==> src/rtl/i2s_codec_bridge.sv <==
// i2s_codec_bridge: WM8731 slave-mode I2S pins <-> left/right Avalon-ST sample streams.
// Optional macro I2S_CODEC_BRIDGE_LOOPBACK_EN adds i_loopback (ADC samples replayed on DAC).
module i2s_codec_bridge #(
  parameter int DATA_W      = 16,
  parameter int SYNC_STAGES = 2
) (
  input  logic              i_clk,
  input  logic              i_rst,
  input  logic              i_aud_bclk,
  input  logic              i_aud_adclrck,
  input  logic              i_aud_adcdat,
  input  logic              i_aud_daclrck,
  output logic              o_aud_dacdat,
  output logic [DATA_W-1:0] adc_left_data,
  output logic              adc_left_valid,
  input  logic              adc_left_ready,
  output logic [DATA_W-1:0] adc_right_data,
  output logic              adc_right_valid,
  input  logic              adc_right_ready,
  input  logic [DATA_W-1:0] dac_left_data,
  input  logic              dac_left_valid,
  output logic              dac_left_ready,
  input  logic [DATA_W-1:0] dac_right_data,
  input  logic              dac_right_valid,
  output logic              dac_right_ready,
`ifdef I2S_CODEC_BRIDGE_LOOPBACK_EN
  input  logic              i_loopback,
`endif
  input  logic              i_clr_status,
  output logic              o_adc_overrun,
  output logic              o_dac_underrun
);

  localparam int CNT_W = $clog2(DATA_W + 1);
  localparam logic [CNT_W-1:0] CNT_FULL = CNT_W'(DATA_W);

  logic [SYNC_STAGES-1:0] bclk_sync, adclrck_sync, adcdat_sync, daclrck_sync;
  logic bclk_s, adclrck_s, adcdat_s, daclrck_s, bclk_prev;
  logic bclk_rise, bclk_fall;

  logic [DATA_W-1:0] rx_shift;
  logic [CNT_W-1:0]  rx_cnt;
  logic rx_ch, rx_lr_prev, rx_hist, rx_armed, cap;
  logic overrun_evt;

  logic [DATA_W-1:0] sink_l, sink_r, tx_shift, load_word;
  logic sink_l_full, sink_r_full;
  logic [CNT_W-1:0]  tx_cnt;
  logic tx_lr_prev, tx_hist, dac_load, load_left, load_right, underrun_evt, loop_on;

`ifdef I2S_CODEC_BRIDGE_LOOPBACK_EN
  assign loop_on = i_loopback;
`else
  assign loop_on = 1'b0;
`endif

  // All four pins share the same depth so LRCK/DATA keep their alignment to BCLK.
  always_ff @(posedge i_clk or posedge i_rst) begin
    if (i_rst) begin
      bclk_sync    <= '0;
      adclrck_sync <= '0;
      adcdat_sync  <= '0;
      daclrck_sync <= '0;
      bclk_prev    <= 1'b0;
    end else begin
      bclk_sync    <= {bclk_sync[SYNC_STAGES-2:0], i_aud_bclk};
      adclrck_sync <= {adclrck_sync[SYNC_STAGES-2:0], i_aud_adclrck};
      adcdat_sync  <= {adcdat_sync[SYNC_STAGES-2:0], i_aud_adcdat};
      daclrck_sync <= {daclrck_sync[SYNC_STAGES-2:0], i_aud_daclrck};
      bclk_prev    <= bclk_s;
    end
  end

  assign bclk_s    = bclk_sync[SYNC_STAGES-1];
  assign adclrck_s = adclrck_sync[SYNC_STAGES-1];
  assign adcdat_s  = adcdat_sync[SYNC_STAGES-1];
  assign daclrck_s = daclrck_sync[SYNC_STAGES-1];
  assign bclk_rise = bclk_s & ~bclk_prev;
  assign bclk_fall = ~bclk_s & bclk_prev;

  // The first edge after reset only records LRCK; capture arms at the first real transition.
  always_ff @(posedge i_clk or posedge i_rst) begin
    if (i_rst) begin
      rx_shift   <= '0;
      rx_cnt     <= '0;
      rx_ch      <= 1'b0;
      rx_lr_prev <= 1'b0;
      rx_hist    <= 1'b0;
      rx_armed   <= 1'b0;
      cap        <= 1'b0;
    end else begin
      cap <= 1'b0;
      if (bclk_rise) begin
        rx_hist    <= 1'b1;
        rx_lr_prev <= adclrck_s;
        if (rx_hist && (adclrck_s != rx_lr_prev)) begin
          rx_cnt   <= '0;
          rx_ch    <= adclrck_s;
          rx_armed <= 1'b1;
        end else if (rx_armed && (rx_cnt < CNT_FULL)) begin
          rx_shift <= {rx_shift[DATA_W-2:0], adcdat_s};
          rx_cnt   <= rx_cnt + CNT_W'(1);
          cap      <= (rx_cnt == CNT_FULL - CNT_W'(1));
        end
      end
    end
  end

  // Streams: a beat transfers on a cycle with valid && ready; valid and data hold until then.
  always_ff @(posedge i_clk or posedge i_rst) begin
    if (i_rst) begin
      adc_left_data  <= '0;
      adc_left_valid <= 1'b0;
    end else if (cap && !rx_ch) begin
      adc_left_data  <= rx_shift;
      adc_left_valid <= 1'b1;
    end else if (adc_left_valid && adc_left_ready) begin
      adc_left_valid <= 1'b0;
    end
  end

  always_ff @(posedge i_clk or posedge i_rst) begin
    if (i_rst) begin
      adc_right_data  <= '0;
      adc_right_valid <= 1'b0;
    end else if (cap && rx_ch) begin
      adc_right_data  <= rx_shift;
      adc_right_valid <= 1'b1;
    end else if (adc_right_valid && adc_right_ready) begin
      adc_right_valid <= 1'b0;
    end
  end

  assign overrun_evt = cap && (rx_ch ? (adc_right_valid && !adc_right_ready)
                                     : (adc_left_valid && !adc_left_ready));

  assign dac_load   = bclk_fall && tx_hist && (daclrck_s != tx_lr_prev);
  assign load_left  = dac_load && !daclrck_s && !loop_on;
  assign load_right = dac_load && daclrck_s && !loop_on;

  always_comb begin
    load_word    = '0;
    underrun_evt = 1'b0;
    if (loop_on) begin
      load_word = daclrck_s ? adc_right_data : adc_left_data;
    end else if (daclrck_s) begin
      load_word    = sink_r_full ? sink_r : '0;
      underrun_evt = dac_load && !sink_r_full;
    end else begin
      load_word    = sink_l_full ? sink_l : '0;
      underrun_evt = dac_load && !sink_l_full;
    end
  end

  // An accept in the load cycle comes last, so the buffer ends full with the new sample.
  always_ff @(posedge i_clk or posedge i_rst) begin
    if (i_rst) begin
      sink_l      <= '0;
      sink_l_full <= 1'b0;
      sink_r      <= '0;
      sink_r_full <= 1'b0;
    end else begin
      if (load_left)  sink_l_full <= 1'b0;
      if (load_right) sink_r_full <= 1'b0;
      if (dac_left_valid && !sink_l_full) begin
        sink_l      <= dac_left_data;
        sink_l_full <= 1'b1;
      end
      if (dac_right_valid && !sink_r_full) begin
        sink_r      <= dac_right_data;
        sink_r_full <= 1'b1;
      end
    end
  end

  assign dac_left_ready  = ~sink_l_full;
  assign dac_right_ready = ~sink_r_full;

  always_ff @(posedge i_clk or posedge i_rst) begin
    if (i_rst) begin
      tx_shift     <= '0;
      tx_cnt       <= '0;
      tx_lr_prev   <= 1'b0;
      tx_hist      <= 1'b0;
      o_aud_dacdat <= 1'b0;
    end else if (bclk_fall) begin
      tx_hist    <= 1'b1;
      tx_lr_prev <= daclrck_s;
      if (dac_load) begin
        tx_shift <= load_word;
        tx_cnt   <= '0;
      end else if (tx_cnt < CNT_FULL) begin
        o_aud_dacdat <= tx_shift[DATA_W-1];
        tx_shift     <= {tx_shift[DATA_W-2:0], 1'b0};
        tx_cnt       <= tx_cnt + CNT_W'(1);
      end else begin
        o_aud_dacdat <= 1'b0;
      end
    end
  end

  always_ff @(posedge i_clk or posedge i_rst) begin
    if (i_rst) begin
      o_adc_overrun  <= 1'b0;
      o_dac_underrun <= 1'b0;
    end else begin
      if (overrun_evt)       o_adc_overrun <= 1'b1;
      else if (i_clr_status) o_adc_overrun <= 1'b0;
      if (underrun_evt)      o_dac_underrun <= 1'b1;
      else if (i_clr_status) o_dac_underrun <= 1'b0;
    end
  end

endmodule

==> config.mk <==
export PLATFORM = sky130hd
export DESIGN_NAME = i2s_codec_bridge
export DESIGN_NICKNAME = d
export VERILOG_FILES = /design/src/rtl/i2s_codec_bridge.sv
export SDC_FILE = /design/constraint.sdc
export NUM_CORES = 1
export LEC_CHECK = 0
export BUFFER_PORTS_ARGS = -buffer_cell sky130_fd_sc_hd__buf_2
export CORE_UTILIZATION = 55
export CTS_BUF_LIST = sky130_fd_sc_hd__clkbuf_4
export CTS_CLUSTER_SIZE = 28
export DETAILED_ROUTE_END_ITERATION = 12
export PLACE_DENSITY = 0.89
export REMOVE_ABC_BUFFERS = 1
export SKIP_CTS_REPAIR_TIMING = 1
export SYNTH_ARGS = -nofsm -noshare
export SYNTH_HDL_FRONTEND = slang
export SYNTH_SLANG_ARGS = --single-unit
export TNS_END_PERCENT = 20
==> constraint.sdc <==
create_clock -name i_clk -period 5.7 [get_ports i_clk]
set_input_delay 0.855 -clock i_clk [delete_from_list [all_inputs] [get_ports i_clk]]
set_output_delay 0.855 -clock i_clk [all_outputs]
set_load 0.03 [all_outputs]
Word level (Yosys, flattened, before mapping)
Cells that the tools add are included.
{ "totals": {"romBits": 0, "ff_bits": 129, "out_inout_bits": 39, "mem_bits_rw": 0, "n_memories": 0, "wordCells": 104, "latch_bits": 0} }
{ "classes": {"n_mux": 26, "addsub": 2, "div_mod_pow": 0, "magnitude_cmp": 2, "n_reduce_logical": 36, "shifts": 0, "n_eq_ne": 3, "n_bitwise": 8, "mul": 0} }
{ "op_table": {"columns": ["operator", "count"], "rows": [
  ["$mux 16", 5],
  ["$mux 5", 4],
  ["$logic_and 1x1->1", 17],
  ["$mux 1", 17],
  ["$reduce_bool 2->1", 8],
  ["$add 5x1->5 const B", 2],
  ["$lt 5x5->1 const B", 2],
  ["$reduce_and 2->1", 4],
  ["$logic_not 1->1", 6],
  ["$not 1->1", 6],
  ["$eq 5x4->1 const B", 1],
  ["$reduce_and 3->1", 1],
  ["$and 1x1->1", 2],
  ["$ne 1x1->1", 2]
]} }

Depth between registers and ports, before layout
Gate-level depths: netlist (run 1).
{ "depth": {"ltp_word": 7, "depth_mapped": 6, "mapped_depth_nobuf": 6} }

Worst setup path after synthesis (run 1)
OpenSTA, ideal clock, no wires.
{ "synth_timing": {"path_type": "in2reg", "startpoint": "input port dac_left_valid", "endpoint": "register sink_l[0]", "slack_ns": 3.777, "setup_ns": 0.125, "path_stages": 4, "t_arrival_ns": 1.798, "t_required_ns": 5.575, "cell_sequence": "nor2b_1 > clkbuf_1 > buf_2 > mux2_2"} }
{ "synth_via": {"elab_chain_len": 1} }
{ "synth_lines": {"columns": ["element", "line_no", "rtl"], "rows": [
  ["start: declaration", "21", "input logic dac_left_valid,"],
  ["$logic_and 1x1->1", "165", "if (dac_left_valid && !sink_l_full) begin"],
  ["end signal: assignment", "166", "sink_l <= dac_left_data;"],
  ["end: declaration", "46", "logic [DATA_W-1:0] sink_l, sink_r, tx_shift, load_word;"]
]} }
Every way passes these cells.
A chain may end at the register's enable or synchronous reset.

Worst setup path in the final report (run 1)
{ "layout_timing": {"startpoint": "register bclk_sync[1]", "endpoint": "register tx_cnt[0]"} }
{ "layout_via": {"elab_chain_len": 6} }
{ "layout_lines": {"columns": ["element", "line_no", "rtl"], "rows": [
  ["start: declaration", "37", "logic [SYNC_STAGES-1:0] bclk_sync, adclrck_sync, adcdat_sync, daclrck_sync;"],
  ["start signal: assignment", "66", "bclk_sync <= {bclk_sync[SYNC_STAGES-2:0], i_aud_bclk};"],
  ["$not 1->1 (*)", "79", "assign bclk_fall = ~bclk_s & bclk_prev;"],
  ["$and 1x1->1 (*)", "79", null],
  ["$logic_and 1x1->1 (2 in series)", "137", "assign dac_load = bclk_fall && tx_hist && (daclrck_s != tx_lr_prev);"],
  ["$reduce_bool 2->1 (no source line)", null, null],
  ["$reduce_and 2->1 (no source line)", null, null],
  ["end signal: assignment", "195", "tx_cnt <= tx_cnt + CNT_W'(1);"],
  ["end: declaration", "48", "logic [CNT_W-1:0] tx_cnt;"]
]} }
Mark *: on every way between the ends. The rest lies on a longest branch, timed or not.

==> results of run 1 <==
==> worst paths after layout <==
check	depth (start not counted)	from	end
hold reg to reg	0	adclrck_sync[0]	adclrck_sync[1]
hold / removal	0	adclrck_sync[0]	adclrck_sync[1]
setup / recovery	3	bclk_sync[1]	tx_cnt[0]
min in group asynchronous	2	i_rst	adc_left_data[13]
max in group asynchronous	3	i_rst	bclk_sync[0]
setup reg to reg	3	bclk_sync[1]	tx_cnt[0]
==> through the flow <==
step           cells  util, %  hold slack [ns]  total power [mW]  cell area, sq um
2_1_floorplan    343        -            0.331              1.52              5160
5_1_grt          589     65.6            0.368              2.39              6060
6_report         590     65.6            0.359              2.27              6060
4_1_cts          589     65.6            0.360              2.29              6060
3_5_place_dp     557     62.3            0.336              1.65              5760
3_3_place_gp     557     62.3            0.332              1.61              5760
==> placed cells by master (no fill, tap or decap), drive strengths merged, types with 2 or more instances in the layout <==
cell | synthesis | routed
dfrtp | 129 | 129
buf | 13 | 85
mux2 | 83 | 83
mux2i | 31 | 31
clkbuf | 5 | 18
a22oi | 16 | 16
inv | 11 | 13
nand2 | 7 | 7
clkinv | 0 | 7
nor2b | 6 | 6
nor2 | 6 | 6
nand2b | 5 | 5
a21oi | 5 | 5
o21ai | 4 | 4
nand3 | 4 | 4
o211ai | 3 | 3
and2 | 3 | 3
ha | 3 | 3
bufinv | 0 | 3
xor2 | 2 | 2
xnor2 | 2 | 2
o32ai | 2 | 2
a2111oi | 2 | 2
a31oi | 2 | 2
and3 | 2 | 2
or3 | 2 | 2
clkinvlp | 0 | 2
==> final cells by class <==
cell class,instances,area [sq um]
clock buffers,18,135
inverters,11,43.8
well taps,129,161
multi-input cells,203,1890
repair buffers,85,435
diodes,1,2.50
clock inverters,14,164
flip-flops and latches,129,3230
fillers,656,3180
==> critical path: stages (launching register included) <==
cell,delay (ns)
dfrtp_1,0.49
nor2b_1,0.35
nand3_1,0.82
a311o_1,0.63
==> report_power, final <==
group	internal (mW)	switching (mW)
registers	1.12	0.136
clock network	0.308	0.338
logic	0.219	0.159
==> layer usage <==
metal	global-route usage, %	part of all wire (%)
met4	10.4	2.2
met2	35.5	52
met3	6.41	3.9
met5	0	0
met1	26.0	42
==> synthesized netlist by cell type (3+ instances only) <==
cell type,n,share of area [%]
mux2_4,7,2.0
clkbuf_1,5,0.36
and2_1,3,0.36
a21oi_1,5,0.48
nand2_1,7,0.50
nand2b_1,5,0.59
a22oi_1,16,2.3
buf_2,7,0.67
nor2_1,6,0.43
nand3_1,4,0.38
o211ai_1,3,0.43
o21ai_0,4,0.38
mux2i_1,31,5.9
ha_1,3,0.71
inv_1,11,0.78
nor2b_1,6,0.71
buf_6,3,0.64
dfrtp_1,129,61
mux2_2,76,16
==> state kept, by name (all words and copies together), names as in the netlist, 5 cells and up <==
register / flops
adc_left_data: 16
adc_right_data: 16
rx_shift: 16
sink_l: 16
sink_r: 16
tx_shift: 16
rx_cnt: 5
tx_cnt: 5
==> cells by family (layout without fill, tap and decap cells) <==
| kind of cell | count (synthesis) | after routing | synth area share (%) |
|---|---|---|---|
| xor+xnor | 4 | 4 | 0.666 |
| simple gates | 41 | 41 | 4.61 |
| mux | 114 | 114 | 24.2 |
| buf+inv | 29 | 128 | 2.73 |
| fa+ha+maj | 3 | 3 | 0.713 |
| other cells | 0 | 1 | 0 |
| compound gates | 41 | 41 | 5.80 |
| flops | 129 | 129 | 61.3 |
==> tab_implementation.tex, run 1 <==
\begin{tabular}{lr}
\hline
Metric & Value \\
\hline
\multicolumn{2}{l}{\textbf{Die}} \\
\quad Total core area & a little over 9000 sq um \\
\quad Die Outline Area & between 9000 and 10,000 sq um \\
\quad Top-Level Pins & 82 \\
\quad Number of placement rows & 35 \\
\quad Die width & between 90 and 100 um \\
\quad Initial Utilization & between 50\% and 60\% \\
\quad Vertical extent of the die & between 90 and 100 um \\
\multicolumn{2}{l}{\textbf{Drt}} \\
\quad Number of iterations in the first detailed-routing pass & 4 \\
\quad Wire length per cell after detailed routing & 16.6 um \\
\quad Via count of the routed design & 3,240 \\
\quad ANT nets after route & 0 \\
\quad Vias per Instance & $\sim$5.5 \\
\quad Initial drt markers & between 100 and 150 \\
\quad Final WL & 9810 um \\
\quad Post-detailed-route DRC marker count & 0 \\
\multicolumn{2}{l}{\textbf{Worst setup path}} \\
\quad Flop-to-flop setup slack & 3.29 ns \\
\quad Required time of the critical path & roughly 6 ns \\
\quad Critical Path AT & around 2.8 ns \\
\quad Crit path launch type & register \\
\quad Worst setup path class & reg -> reg \\
\quad Critical path capture point type & register \\
\quad Crit path max fanout & 18 \\
\multicolumn{2}{l}{\textbf{Clock network}} \\
\quad Total clock sinks & roughly 130 \\
\quad Max clock buf depth & 2 \\
\quad Clock Latency Late Sink & 0.53 ns \\
\quad H-Tree Level Count & 4 \\
\quad CTS tree & yes \\
\quad CTS Root Cell & clkbuf\_4 \\
\quad Clock buffer count from CTS & 17 \\
\quad Clock-pin slew on the worst setup and hold paths & roughly 0.11 ns \\
\multicolumn{2}{l}{\textbf{Synthesis}} \\
\quad Register bit total from synthesis & about 130 \\
\quad Number of flops mapped to enable cells by yosys & 0 \\
\quad Leading register cell type out of synthesis & dfrtp\_1 \\
\quad Asr flop ratio synth & 100\% \\
\quad Cell variety after synth & 41 \\
\quad Synthesized area per cell & around 15 sq um \\
\quad Warnings from Yosys & 0 \\
\quad Seq/Total Area, Yosys & approximately three fifths \\
\quad Number of cells produced by synthesis & about 360 \\
\quad Mapped Area & 5260 sq um \\
\multicolumn{2}{l}{\textbf{Power and ir drop}} \\
\quad Worst supply voltage drop on vdd & between 0.0002 and 0.00025 V \\
\quad Leakage power summed over all cells & 3.15 nW \\
\quad Power density of the placed cells & roughly 380 nW/um\^{}2 \\
\multicolumn{2}{l}{\textbf{STA}} \\
\quad Setup slack after layout & roughly 3.3 ns \\
\quad Worst-margin pin slew & between 1 and 1.5 ns \\
\quad Total count of max-transition violations in the final report & 0 \\
\quad Final hold vios & 0 \\
\quad Slew Limit Headroom & between 20 and 30\% \\
\quad Post-route minimum period & about 2.4 ns \\
\quad Fmax & $\sim$0.42 GHz \\
\quad Final setup violation count & 0 \\
\quad Final Skew & about 0.015 ns \\
\quad Unrepaired setup endpoints after global routing & no \\
\quad Total Negative Setup Slacks & 0 ns \\
\quad Share of the clock period used by the worst path & a little over two fifths \\
\multicolumn{2}{l}{\textbf{Flow run}} \\
\quad Total of max-cap violations & 0 \\
\multicolumn{2}{l}{\textbf{Layout}} \\
\quad Syn-to-layout area delta & 15.2\% \\
\quad Proportion of layout cells with a drive suffix above 1 & 43.7\% \\
\quad Fin nets & $\sim$490 \\
\multicolumn{2}{l}{\textbf{Global routing}} \\
\quad Global-route wire length before repair & 16,300 um \\
\quad Overflow left after global routing & 0 \\
\quad Largest net degree at the start of global routing & just under 90 \\
\quad Total global-route track usage & a little over a fifth \\
\quad Antenna violations before repair & 0 \\
\quad Vias in the first global route & 3,410 \\
\multicolumn{2}{l}{\textbf{Status}} \\
\quad Result of the run & completed \\
\multicolumn{2}{l}{\textbf{Placement}} \\
\quad Number of port buffers & 81 \\
\quad DP Worst Slack & between 3 and 4 ns \\
\quad Post-DP HPWL & about 6500 um \\
\quad Final estimated routing congestion in global placement & about 0.80 \\
\multicolumn{2}{l}{\textbf{Worst hold path}} \\
\quad Worst min path class & reg -> reg \\
\hline
\end{tabular}
Note: power is estimated with default switching activity, not from simulation.
==> run 2: changes to the inputs <==
Clock period 5.7 ns to 2.52 ns, I/O delays scaled along.
==> run 2 against run 1 <==
  * Sequential power is 130% higher
  * Clock power is 130% higher
  * Cell area is 1.8% higher
  * Utilization rose by 1.2 points
  * Flip-flop and latch count stayed put
  * Clock skew increased by 0.0024 ns
  * Highest routed layer unchanged
  * First-iteration DRC count decreased by 12%
  * Routed wire length grew 2.2%
  * Largest cell class unchanged
  * Via count rose by 1.5%
  * Combinational power up 130%
  * Power grew 130%
  * Hold slack worse by 0.29 ns
==> tab_implementation.tex, run 2 (synthesis results as in run 1) <==
\begin{tabular}{lr}
\hline
Metric & Value \\
\hline
\multicolumn{2}{l}{\textbf{Status}} \\
\quad Result of the run & completed \\
\multicolumn{2}{l}{\textbf{Global routing}} \\
\quad Global-route wire length before repair & 16,500 um \\
\quad Largest net degree at the start of global routing & 44 \\
\quad Total global-route track usage & 22.1\% \\
\quad Vias in the first global route & around 3,400 \\
\quad Antenna violations before repair & 0 \\
\quad Overflow left after global routing & 0 \\
\multicolumn{2}{l}{\textbf{Die}} \\
\quad Top-Level Pins & about 80 \\
\quad Initial Utilization & a little under three fifths \\
\quad Vertical extent of the die & about 100 um \\
\quad Total core area & between 9000 and 10,000 sq um \\
\quad Number of placement rows & 35 \\
\quad Die width & 99.8 um \\
\quad Die Outline Area & 9970 sq um \\
\multicolumn{2}{l}{\textbf{Worst setup path}} \\
\quad Crit-path slowest cell & a21o\_1 \\
\quad Crit path max fanout & 17 \\
\quad Worst setup path class & reg -> reg \\
\quad Crit path launch type & register \\
\quad Ordered list of cells on the worst path & xor2\_1, a21o\_1, mux2\_2 \\
\quad Critical path capture point type & register \\
\quad Delay contributed by the slowest stage of the critical path & 0.72 ns \\
\quad Required time of the critical path & $\sim$2.9 ns \\
\quad Stages on worst setup path & 3 \\
\quad Bufs and invs on worst path & 0 \\
\quad Critical Path AT & $\sim$2.4 ns \\
\quad Largest delay contributor family on the critical path & compound AO/OA/AOI/OAI gates \\
\quad Worst reg2reg path depth & 3 \\
\multicolumn{2}{l}{\textbf{Power and ir drop}} \\
\quad Leakage power summed over all cells & roughly 3.2 nW \\
\quad Worst supply voltage drop on vdd & roughly 0.00062 V \\
\quad Power density of the placed cells & around 840 nW/um\^{}2 \\
\multicolumn{2}{l}{\textbf{Placement}} \\
\quad Final estimated routing congestion in global placement & 0.813 \\
\quad Post-DP HPWL & 6990 um \\
\quad Placed insts & approximately 560 \\
\quad Number of port buffers & 81 \\
\multicolumn{2}{l}{\textbf{STA}} \\
\quad Unrepaired setup endpoints after global routing & no \\
\quad Final hold vios & 0 \\
\quad Slew Limit Headroom & between 40\% and 50\% \\
\quad Post-route minimum period & 1.97 ns \\
\quad Final setup violation count & 0 \\
\quad Final Skew & 0.0177 ns \\
\quad Total count of max-transition violations in the final report & 0 \\
\quad Worst-margin pin slew & about 0.84 ns \\
\quad Fmax & just over 0.5 GHz \\
\quad Share of the clock period used by the worst path & about four fifths \\
\quad Total Negative Setup Slacks & 0 ns \\
\multicolumn{2}{l}{\textbf{Clock network}} \\
\quad H-Tree Level Count & 4 \\
\quad Clock-pin slew on the worst setup and hold paths & approximately 0.12 ns \\
\quad Clock Latency Late Sink & between 0.5 and 0.6 ns \\
\quad CTS tree & yes \\
\quad CTS Root Cell & clkbuf\_4 \\
\quad Total clock sinks & around 130 \\
\quad Max clock buf depth & 2 \\
\quad Clock buffer count from CTS & 17 \\
\multicolumn{2}{l}{\textbf{Layout}} \\
\quad Syn-to-layout area delta & 17.2\% \\
\quad Proportion of layout cells with a drive suffix above 1 & $\sim$45\% \\
\quad Commonest cells after routing, fill and taps aside & 129 x dfrtp\_1, 81 x buf\_2, 76 x mux2\_2 \\
\quad Number of standard cells in the final layout excluding fillers & 598 \\
\quad Fin nets & about 500 \\
\quad Most common library cell in the layout ignoring fill and taps & dfrtp\_1 \\
\quad Number of diodes added for antenna fixing & 0 \\
\multicolumn{2}{l}{\textbf{Drt}} \\
\quad Wire length per cell after detailed routing & approximately 17 um \\
\quad Number of iterations in the first detailed-routing pass & 4 \\
\quad Via count of the routed design & between 3,000 and 4,000 \\
\quad Vias per Instance & about 5.5 \\
\quad Initial drt markers & roughly 110 \\
\quad Final WL & $\sim$10,000 um \\
\quad Post-detailed-route DRC marker count & 0 \\
\quad ANT nets after route & 0 \\
\multicolumn{2}{l}{\textbf{Worst hold path}} \\
\quad Number of cells traversed by the worst hold path & 2 \\
\quad Worst min path class & in -> reg \\
\multicolumn{2}{l}{\textbf{Flow run}} \\
\quad Total of max-cap violations & 0 \\
\hline
\end{tabular}
==> run 2: worst reg2reg max path, cell delays in order, from the launching register on <==
cell and delay [ns]:
dfrtp_1 0.44, xor2_1 0.28, a21o_1 0.72, mux2_2 0.43
==> run 2: final timing paths <==
path                            startpoint                 end  slack, ns
hold reg to reg            adclrck_sync[0]     adclrck_sync[1]       0.37
max in group asynchronous            i_rst         rx_shift[6]       1.35
setup / recovery                rx_lr_prev        rx_shift[12]       0.55
setup reg to reg                rx_lr_prev        rx_shift[12]       0.55
min in group asynchronous            i_rst  adc_right_data[14]       0.46
hold / removal             adc_right_ready     adc_right_valid       0.06
==> run 2: final cells by class <==
cell class / count / area [sq um]
inverter: 11 / 43.8
clock buffer: 18 / 135
multi-input combinational: 203 / 1890
clock inverter: 14 / 169
timing repair buffer: 94 / 541
tap: 129 / 161
sequential: 129 / 3230
fill: 618 / 3070
==> run 2: layer usage <==
metal,vias to the layer above,wire (um),GRT usage [%]
met3,16,297,5.36
met2,69,5330,37.1
met4,0,186,9.62
met5,-,0,0
met1,1711,4210,27.4
li1,1493,-,-
==> run 2: stage by stage <==
step | cell area [sq um] | setup WS [ns] | total power, mW | utilization [%] | hold WS (ns)
after floorplan | 5160 | -1.30 | 3.45 | - | 0.331
after global placement | 5820 | 0.724 | 3.64 | 62.9 | 0.336
after detailed placement | 5820 | 0.646 | 3.75 | 62.9 | 0.342
after CTS | 6120 | 0.537 | 5.21 | 66.2 | -0.116
after global routing | 6170 | 0.427 | 5.45 | 66.8 | 0.0123
final | 6170 | 0.546 | 5.17 | 66.8 | 0.0647
==> run 2: report_power, final <==
| group | switching [mW] | total, mW | internal, mW |
|---|---|---|---|
| sequential | 0.314 | 2.84 | 2.52 |
| clock | 0.827 | 1.46 | 0.634 |
| combinational | 0.367 | 0.872 | 0.506 |
| total | 1.51 | 5.17 | 3.66 |
